`config.mk`:
```
export PLATFORM = sky130hd
export DESIGN_NAME = array_serializer
export DESIGN_NICKNAME = d
export VERILOG_FILES = /design/src/rtl/array_pkg.sv /design/src/rtl/array_index_ctr.sv /design/src/rtl/array_serializer.sv
export SDC_FILE = /design/constraint.sdc
export NUM_CORES = 1
export LEC_CHECK = 0
export CAP_MARGIN = 20
export CORE_ASPECT_RATIO = 1.75
export CORE_MARGIN = 5
export CORE_UTILIZATION = 50
export CTS_BUF_LIST = sky130_fd_sc_hd__clkbuf_16
export DETAILED_ROUTE_END_ITERATION = 16
export PLACE_DENSITY = 0.8
export REMOVE_ABC_BUFFERS = 1
export SYNTH_ARGS = -nofsm -noshare
export SYNTH_HDL_FRONTEND = slang
export SYNTH_SLANG_ARGS = --single-unit
export TNS_END_PERCENT = 5
```
`constraint.sdc`:
```
create_clock -name clk -period 2.5 [get_ports clk]
set_input_delay 0.5 -clock clk [delete_from_list [all_inputs] [get_ports clk]]
set_output_delay 0.5 -clock clk [all_outputs]
set_load 0.05 [all_outputs]
```
`src/rtl/array_pkg.sv`:
```
// Shared serializer constants and FSM state encoding.
package array_pkg;
   localparam int ROW_DEF   = 8;
   localparam int COL_DEF   = 4;
   localparam int WIDTH_DEF = 10;

   typedef enum logic [1:0] {
      IDLE = 2'd0,
      SEND = 2'd1,
      CSUM = 2'd2
   } state_t;
endpackage

```
`src/rtl/array_index_ctr.sv`:
```
// Row/column walker with wrap, row- or column-major; latency 0 (registered indices, combinational last).
// Backpressure: moves only when advance is high; clear restarts at (0,0).
module array_index_ctr
   import array_pkg::*;
#(
   parameter int ROW = ROW_DEF,
   parameter int COL = COL_DEF
) (
   input  logic                   clk,
   input  logic                   rst_n,
   input  logic                   clear,
   input  logic                   advance,
   input  logic                   transpose,
   output logic [$clog2(ROW)-1:0] row,
   output logic [$clog2(COL)-1:0] col,
   output logic                   last
);
   localparam int RW = $clog2(ROW);
   localparam int CW = $clog2(COL);
   localparam logic [RW-1:0] ROW_MAX = RW'(ROW - 1);
   localparam logic [CW-1:0] COL_MAX = CW'(COL - 1);

   logic row_end;
   logic col_end;

   assign row_end = (row == ROW_MAX);
   assign col_end = (col == COL_MAX);
   // Both orders finish on the bottom-right element.
   assign last    = row_end && col_end;

   always_ff @(posedge clk) begin
      if (!rst_n || clear) begin
         row <= '0;
         col <= '0;
      end else if (advance) begin
         if (!transpose) begin
            if (col_end) begin
               col <= '0;
               row <= row_end ? '0 : row + 1'b1;
            end else begin
               col <= col + 1'b1;
            end
         end else begin
            if (row_end) begin
               row <= '0;
               col <= col_end ? '0 : col + 1'b1;
            end else begin
               row <= row + 1'b1;
            end
         end
      end
   end
endmodule

```
`src/rtl/array_serializer.sv`:
```
// Captures a ROW x COL array and emits one element per beat; first beat 1 cycle after accept, holds on out_ready=0.
// ARRAY_SERIALIZER_CHECKSUM_EN appends a mod-2^WIDTH sum beat after the last element.
module array_serializer
   import array_pkg::*;
#(
   parameter int ROW   = ROW_DEF,
   parameter int COL   = COL_DEF,
   parameter int WIDTH = WIDTH_DEF
) (
   input  logic                                 clk,
   input  logic                                 rst_n,
   input  logic                                 in_valid,
   output logic                                 in_ready,
   input  logic [ROW-1:0][COL-1:0][WIDTH-1:0]   array_in,
   input  logic                                 in_transpose,
   output logic                                 out_valid,
   input  logic                                 out_ready,
   output logic [WIDTH-1:0]                     out_data,
   output logic [$clog2(ROW)-1:0]               out_row,
   output logic [$clog2(COL)-1:0]               out_col,
   output logic                                 out_last
);
   localparam int RW = $clog2(ROW);
   localparam int CW = $clog2(COL);

   state_t                            state;
   state_t                            state_nxt;
   logic [ROW-1:0][COL-1:0][WIDTH-1:0] arr_q;
   logic                              transpose_q;
   logic                              accept;
   logic                              elem_beat;
   logic                              idx_last;
   logic [RW-1:0]                     idx_row;
   logic [CW-1:0]                     idx_col;
   logic [WIDTH-1:0]                  elem;

   assign accept    = in_valid && in_ready;
   assign elem_beat = (state == SEND) && out_valid && out_ready;
   assign elem      = arr_q[idx_row][idx_col];

   always_ff @(posedge clk) begin
      if (!rst_n) begin
         state <= IDLE;
      end else begin
         state <= state_nxt;
      end
   end

   always_ff @(posedge clk) begin
      if (!rst_n) begin
         arr_q       <= '0;
         transpose_q <= 1'b0;
      end else if (accept) begin
         arr_q       <= array_in;
         transpose_q <= in_transpose;
      end
   end

   array_index_ctr #(
      .ROW (ROW),
      .COL (COL)
   ) u_idx (
      .clk       (clk),
      .rst_n     (rst_n),
      .clear     (accept),
      .advance   (elem_beat),
      .transpose (transpose_q),
      .row       (idx_row),
      .col       (idx_col),
      .last      (idx_last)
   );

`ifdef ARRAY_SERIALIZER_CHECKSUM_EN
   logic [WIDTH-1:0] csum_q;

   always_ff @(posedge clk) begin
      if (!rst_n || accept) begin
         csum_q <= '0;
      end else if (elem_beat) begin
         csum_q <= csum_q + elem;
      end
   end
`endif

   always_comb begin
      state_nxt = state;
      in_ready  = 1'b0;
      out_valid = 1'b0;
      out_data  = elem;
      out_row   = idx_row;
      out_col   = idx_col;
      out_last  = 1'b0;
      case (state)
         IDLE: begin
            in_ready = 1'b1;
            if (in_valid) state_nxt = SEND;
         end
         SEND: begin
            out_valid = 1'b1;
`ifdef ARRAY_SERIALIZER_CHECKSUM_EN
            if (out_ready && idx_last) state_nxt = CSUM;
`else
            out_last = idx_last;
            if (out_ready && idx_last) state_nxt = IDLE;
`endif
         end
`ifdef ARRAY_SERIALIZER_CHECKSUM_EN
         CSUM: begin
            out_valid = 1'b1;
            out_data  = csum_q;
            out_row   = '0;
            out_col   = '0;
            out_last  = 1'b1;
            if (out_ready) state_nxt = IDLE;
         end
`endif
         default: state_nxt = IDLE;
      endcase
      // Outputs are forced quiet for the whole time reset is held.
      if (!rst_n) begin
         in_ready  = 1'b0;
         out_valid = 1'b0;
         out_data  = '0;
         out_row   = '0;
         out_col   = '0;
         out_last  = 1'b0;
      end
   end
endmodule

```
Yosys cells after proc, flatten, opt, wreduce, memory -nomap -nowiden --
Index checks and enable logic that the tools add are counted.
Cells by class: add/sub/neg operators 2, $mul 0, divide/modulo/power cells 0, order comparisons 2, eq/ne operators 6, shift operators 0, multiplexer cells 22, bitwise operators 0, reduce and logical (&&, ||, !) cells 12
Operators with widths (count):
- 40-bit binary-select mux with 3-bit select | 1
- 40-bit two-way mux | 1
- 10-bit binary-select mux with 2-bit select | 1
- 10-bit two-way mux | 2
- 2-bit two-way mux | 6
- 3-bit two-way mux | 4
- 1-bit two-way mux | 6
- 2-bit AND reduction | 3
- 1-bit logical AND | 5
- 3-bit by 4-bit less-than comparator with 1-bit output (second input constant) | 1
- 2-bit by 1-bit inequality test with 1-bit output (second input constant) | 2
- 2-bit one-hot mux with 2 select lines | 1
- 3-bit by 1-bit adder with 3-bit output (second input constant) | 1
- 3-bit equality test (second input constant) | 1
- 2-bit by 3-bit less-than comparator with 1-bit output (second input constant) | 1
- 2-bit by 1-bit adder with 2-bit output (second input constant) | 1
- 2-bit by 1-bit equality test with 1-bit output (second input constant) | 1
- 2-bit equality test (second input constant) | 1
- 2-bit logical NOT | 1
- 2-bit inequality test (second input constant) | 1
- 2-bit nonzero test | 1
- 1-bit logical NOT | 1
- 1-bit logical OR | 1
Word-level totals: bits in registers 328, latch bits 0, RAM bits 0, bits in read-only memories 0, input port bits 325, output and inout bits 18, logic and storage cells 80, memories kept 0

Logic depth before layout (Yosys ltp) --
Gate-level depths: netlist (run 1).
depth after elaboration 6, depth in mapped cells 9, mapped depth without buffers 6

By module --
From an unflattened synthesis (run 1), not the netlist that was laid out.
Second synthesis, totals: cells, all modules 1689, area, all modules 14262.4 um2
Modules (own cells, without submodules):
- array_serializer | instances 1, cells an instance 1663, area an instance 14019.7 um2, seq. area each 6446.2 um2
- array_index_ctr | instances 1, cells an instance 26, area an instance 242.7 um2, seq. area each 100.1 um2

Least setup slack after synthesis (run 1) --
No wires, ideal clock.
path kind reg2out, start reg u_idx.row[1], end out out_data[0], arrival 2275 ps, data required time 2000 ps, slack -275 ps, cell stages (with the launch flop) 9, buffers on the path 4, cells stage by stage dfxtp_1 > buf_6 > buf_12 > buf_12 > buf_12 > mux2i_1 > a22oi_1 > nand2_1 > a2111oi_2
On the way: cells in the longest elaborated chain, start to end 5
RTL lines:
- start, declared | line array_index_ctr.sv:14 | output logic [$clog2(ROW)-1:0] row,
- start signal, assigned | line array_index_ctr.sv:39 | row <= row_end ? '0 : row + 1'b1;
- start signal, assigned | line array_index_ctr.sv:48 | row <= row + 1'b1;
- 40-bit binary-select mux with 3-bit select | line array_serializer.sv:39 | assign elem = arr_q[idx_row][idx_col];
- 40-bit two-way mux (not written as such) | line array_serializer.sv:39
- 10-bit binary-select mux with 2-bit select | line array_serializer.sv:39
- 10-bit two-way mux (not written as such) | line array_serializer.sv:39
- 10-bit two-way mux | line array_serializer.sv:120 | if (!rst_n) begin
- end, declared | line array_serializer.sv:18 | output logic [WIDTH-1:0] out_data,
No other way between the ends. The select of a mux whose other input is x is not followed.

Worst setup path after layout (run 1) --
start reg u_idx.row[0], end out out_data[8]
The elaborated chain is that of the path after synthesis.

==> metrics.yaml, run 1 <==
setup_path:
  crit_top_cell: "buf_6"
  arrival_ns: 2.51
  path_delay_family: "multiplexers"
  cpPeakStageDelay_ns: 0.56
  startpoint_type: "flip-flop"
  cp_cell_sequence: "buf_12 > mux4_1 > o22a_1 > a21oi_2 > buf_6 > a2111oi_4 > buf_6"
  regToRegStartpoint: "u_idx.col[0]"
  cp_num_buf_inv: 3
  worstPathRequired_ns: 2.00
  cp-startpoint: "u_idx.row[0]"
  endpoint_kind: "output pin"
  path_max_fanout: 8
  critPathKind: "reg -> out"
  slowest_stage: "mux4_1"
synthesis:
  syn_inst: 1637
  synth.distinct_cells: 38
  synth_area_um2: 14300
  yosysSeqAreaShare_pct: 45.9
  ys_seq_elements: 327
  synth_warnings: 0
  synth_edf_count: 0
  syn_avg_cell_area_um2: 8.71
  synth_flop_cell: "dfxtp_1"
  async_flop_share_pct: 0
drt:
  wirelength_um: 44700
  dr.pass1.iters: 6
  drc: 0
  ant_nets: 0
  via_per_inst: 5.48
  drt_iter0_drc: 901
  wl_per_cell_um: 18.9
  num_vias: 12900
placement:
  place.gp.congestion: 0.896
  post-place-ws_ns: -0.181
  port-buffer-count: 342
  dp_hpwl_um: 31900
  placed_cell_area_um2: 18100
timing:
  whs_ns: 0.355
  rsz0062_at_grt: "yes"
  period_needed_ns: 3.01
  hold_violations: 0
  skew_ns: 0.00541
  setup_viol: 10
  period_share_pct: 120
  worst_slack_ns: -0.508
  final_max_slew_viol_count: 0
  fmax_mhz: 332
  slew_headroom_pct: 54.5
  tightestPinTransition_ns: 0.683
power:
  power.total_mw: 11.7
  p_per_area_nw_per_um2: 599
  irDropWorstVdd_mv: 0.579
  leakage_nw: 7.13
layout:
  multiInputGateArea_um2: 7090
  fillers: 2117
  area_growth_pct: 37.4
  fin_nets: 2295
  drive_above_1_share_pct: 12.3
  regArea_um2: 6560
  final_util_pct: 69.8
  postLayoutCellArea_um2: 19600
grt:
  grt_max_degree: 89
  grt_pass1_wl_um: 67200
  antenna_found_initial: 5
  grt_pass1_vias: 13100
  grt-ovfl-total: 0
  grt.total_usage_pct: 26.8
floorplan:
  ios: 343
  initial_core_util_pct: 50.8
  die_h_um: 233
  chipWidth_um: 138
  row_count: 81
  coreArea_um2: 28100
  design.die.area_um2: 32100
clock_network:
  clkTransAtPathRegs_ns: 0.07
  cts.sinks: 327
  htree_levels: 1
  clk_latency_ns: 0.56
  cts_tree: "done"
  ctsHoldBuffers: 0
  cts-buffers-inserted: 28
  clockRootBuffer: "clkbuf_16"
  max-clock-path-buffers: 3
job:
  drv_cap: 0
outcome:
  status: "finished with violations"
  violations: "negative setup slack"
hold_path:
  hold_path_class: "in -> reg"
  hold_start: "rst_n"
worst paths after layout:
path | cells past startpoint | slack, ns | to
min reg2reg | 2 | 0.45 | arr_q[301]
max | 7 | -0.51 | out_data[8]
max reg2reg | 6 | 0.67 | u_idx.row[0]
min | 3 | 0.36 | arr_q[109]
cells by family after synthesis:
family,share of synthesized area (%)
flip-flops,45.9
AND/OR/NAND/NOR,18.8
buffers and inverters,6.31
multiplexers,14.4
AO/OA/AOI/OAI,14.3
adder cells (fa/ha/maj),0.263
metal layers:
metal / track usage, % / vias to the layer above / share of wire, %
li1: - / 6200 / -
met2: 45.8 / 564 / 50
met4: 20.1 / 2 / 8.3
met3: 3.47 / 198 / 6.2
met1: 29.8 / 5985 / 36
met5: 0 / - / 0.025
tightest hold or removal path: stages:
cell and delay (ns):
buf_8 0.16, nand2_1 0.10, o21ai_0 0.06
placed cells by master, fill, tap and decap left out, types with 7 or more instances in the layout:
cell type and n:
a2111oi_4 9, a22oi_1 7, buf_12 26, buf_4 67
buf_6 19, clkbuf_16 30, clkdlybuf4s50_1 323, clkinv_2 9
dfxtp_1 324, mux2i_1 27, mux4_1 26, mux4_2 45
nand2_1 653, nor2_1 8, o21ai_0 323, o22a_1 9
o22ai_1 7, or2_1 9
sequential cells by signal, indices dropped and copies added, names as in the netlist:
name,cells
transpose_q,1
arr_q,320
state,1
u_idx.col,2
u_idx.row,3
through the flow:
stage                     std cells  setup TNS [ns]
final                          2365           -4.78
after global routing           2365           -5.42
after CTS                      2361           -5.16
after detailed placement       2294           -1.40
after global placement         2294           -1.16
after floorplan                1498        -2889.71
synth_stat cells (all sizes together), types with 3 or more instances:
library cell	instances	area share, %
nand2	653	17
buf	59	4.0
a22oi	9	0.47
and2	8	0.35
mux4	71	12
clkbuf	80	2.3
mux2i	33	2.3
o22a	9	0.55
o22ai	10	0.44
nor2	8	0.21
dfxtp	327	46
ha	3	0.26
or2	10	0.44
a2111oi	9	0.95
a21oi	10	0.35
o21ai	323	11
nand2b	3	0.13
layout make-up:
class | count | share of cell area [%]
Sequential cell | 327 | 33.5
Tap cell | 373 | 2.38
Antenna cell | 4 | 0.0511
Clock buffer | 30 | 3.83
Clock inverter | 21 | 0.888
Timing Repair Buffer | 439 | 23.2
Multi-Input combinational cell | 1171 | 36.2
power breakdown:
group	switching, mW	total (mW)	internal [mW]
sequential	0.201	5.77	5.57
clock	1.97	4.44	2.47
combinational	0.681	1.53	0.850
repair_timing:
item	4_1_cts	5_1_grt
setup endpoints to repair	11	11
pin swaps	6	13
buffers inserted	16	1
cloned	2	0
resized for setup	35	36
(Power assumes the default switching activity.)
==> inputs of run 2 (changes only) <==
--- a/config.mk
+++ b/config.mk
@@ -7,7 +7,6 @@
 export LEC_CHECK = 0
 export CAP_MARGIN = 20
 export CORE_ASPECT_RATIO = 1.75
-export CORE_MARGIN = 5
 export CORE_UTILIZATION = 50
 export CTS_BUF_LIST = sky130_fd_sc_hd__clkbuf_16
 export DETAILED_ROUTE_END_ITERATION = 16
==> metrics.yaml, run 2 (synthesis gave the netlist of run 1 again) <==
clock_network:
  cts.sinks: 327  # unchanged
  max-clock-path-buffers: 3  # unchanged
  cts_tree: "done"
  clockRootBuffer: "clkbuf_16"
  htree_levels: 1  # unchanged
  cts-buffers-inserted: 29  # +3.6%
  clkTransAtPathRegs_ns: 0.07  # about the same
  clk_latency_ns: 0.55  # about the same
setup_path:
  r2r_cells: 8  # +2
  worstPathRequired_ns: 2.00  # about the same
  ff2ff_setup_slack_ns: 0.55  # -0.12 ns
  arrival_ns: 2.55  # +0.04 ns
  startpoint_type: "flip-flop"
  r2r-end: "u_idx.col[0]"
  regToRegStartpoint: "u_idx.row[0]"
  critPathKind: "reg -> out"
  endpoint_kind: "output pin"
  path_max_fanout: 8  # unchanged
grt:
  grt_pass1_vias: 12700  # -3.2%
  grt.total_usage_pct: 28.6  # +1.8 points
  grt_pass1_wl_um: 64100  # -4.6%
  grt-ovfl-total: 0  # unchanged
  antenna_found_initial: 11  # +6
  grt_max_degree: 103  # +16%
layout:
  fin_nets: 2270  # -1.1%
  final_util_pct: 69.0  # -0.74 points
  drive_above_1_share_pct: 10.7  # -1.6 points
  largest_register_ffs: 320  # unchanged
  top_register: "arr_q"
  fillers: 2180  # +3.0%
  final_cell_mix: "nand2_1 (653), dfxtp_1 (323), clkdlybuf4s50_1 (323), o21ai_0 (322), buf_4 (49)"
  layout_commonest_cell: "nand2_1"
  area_growth_pct: 35.5
  reg_top3: "arr_q x320, u_idx.row x3, u_idx.col x2"
  multiInputGateArea_um2: 6920  # -2.4%
  postLayoutCellArea_um2: 19300  # -1.4%
  regArea_um2: 6560  # about the same
drt:
  via_per_inst: 5.42  # -0.96%
  dr.pass1.iters: 5  # -1
  wl_per_cell_um: 17.9  # -5.5%
  drc: 0  # unchanged
  drt_iter0_drc: 1066  # +18%
  ant_nets: 0  # unchanged
  num_vias: 12700  # -1.7%
  wirelength_um: 41900  # -6.2%
timing:
  setup_viol: 11  # +1
  rsz0062_at_grt: "yes"
  final_max_slew_viol_count: 0  # unchanged
  period_share_pct: 122  # +1.6 points
  worst_slack_ns: -0.548  # -0.0399 ns
  period_needed_ns: 3.05  # +0.0399 ns
  tightestPinTransition_ns: 1.05  # +0.370 ns
  skew_ns: 0.00979  # +0.00438 ns
  hold_violations: 0  # unchanged
  fmax_mhz: 328  # -1.3%
  whs_ns: 0.314  # -0.0412 ns
  slew_headroom_pct: 29.8  # -25 points
outcome:
  violations: "negative setup slack"
  status: "finished with violations"
hold_path:
  hold_path_class: "in -> reg"
  whs_endpoint: "arr_q[271]"
  hold_depth: 3  # unchanged
  hold_start: "rst_n"
job:
  drv_cap: 0  # unchanged
placement:
  post-place-ws_ns: -0.133  # +0.0477 ns
  port-buffer-count: 342  # unchanged
  place.gp.congestion: 0.851  # -5.0%
  placed_cell_area_um2: 18000  # -0.90%
  dp_hpwl_um: 29500  # -7.6%
power:
  p_per_area_nw_per_um2: 602  # +0.46%
  seqPwrFrac_pct: 49.5  # +0.3 points
  irDropWorstVdd_mv: 0.484  # -16%
  combPwrFrac_pct: 12.7  # -0.3 points
  power.total_mw: 11.6  # -0.98%
  p_clk_share_pct: 37.7  # about the same
  leakage_nw: 6.95  # -2.5%
  internal-power_mw: 8.81  # -0.90%
  switching_share_pct: 24.2  # -0.057 points
  p_sw_mw: 2.81  # -1.2%
floorplan:
  coreArea_um2: 28000  # -0.36%
  initial_core_util_pct: 50.9  # +0.18 points
  row_count: 81  # unchanged
  ios: 343  # unchanged
  chipWidth_um: 130  # -5.8%
  design.die.area_um2: 29200  # -9.0%
  die_h_um: 225  # -3.4%
==> run 2: worst max path at each step <==
stage / start / endpoint / cells after the start
floorplan: rst_n / arr_q[0] / 3
global placement: u_idx.row[0] / out_data[8] / 7
detailed placement: u_idx.row[0] / out_data[5] / 7
CTS: u_idx.row[0] / out_data[8] / 7
global route: u_idx.row[0] / out_data[8] / 7
finish: u_idx.row[0] / out_data[9] / 7
==> run 2: per-stage QoR <==
stage	cells	setup TNS, ns
2_1_floorplan	1498	-2889.71
3_3_place_gp	2264	-0.411
3_5_place_dp	2264	-0.618
4_1_cts	2337	-5.45
5_1_grt	2346	-6.03
6_report	2348	-5.25
==> run 2: area by class of cell <==
class                      count  area share, %
multi-input combinational   1171           35.8
sequential                   327           34.0
timing repair buffer         413           23.0
clock buffer                  29           3.76
tap                          373           2.42
clock inverter                24          0.953
antenna                       11          0.143
==> run 2: repair_timing <==
item	CTS	global route
gates resized for setup	33	7
cloned	5	0
pin swaps	11	7
setup buffers	15	0
setup endpoints to repair	11	11
hold buffers	0	0
==> run 2: power groups by stage <==
| stage | clock [mW] | sequential, mW | combinational (mW) |
|---|---|---|---|
| after floorplan | 0 | 5.81 | 0.690 |
| after global placement | 0 | 5.85 | 1.41 |
| after detailed placement | 0 | 5.86 | 1.44 |
| after CTS | 4.41 | 5.75 | 1.47 |
| after global routing | 4.61 | 5.80 | 1.61 |
| final | 4.38 | 5.76 | 1.48 |
==> run 2: routing by layer <==
layer  GRT usage, %  up-vias  wire, um
met2           50.3      482     21500
met1           30.9     5946     15100
met3           4.13      144      2330
met5              0        -        24
li1               -     6156         -
met4           20.7        4      2980
==> run 2: critical path: stages, from the launching register on <==
cell,delay [ns]
dfxtp_4,0.46
buf_12,0.17
buf_4,0.12
mux4_2,0.48
o22a_1,0.19
a21oi_2,0.23
a2111oi_2,0.07
buf_4,0.26
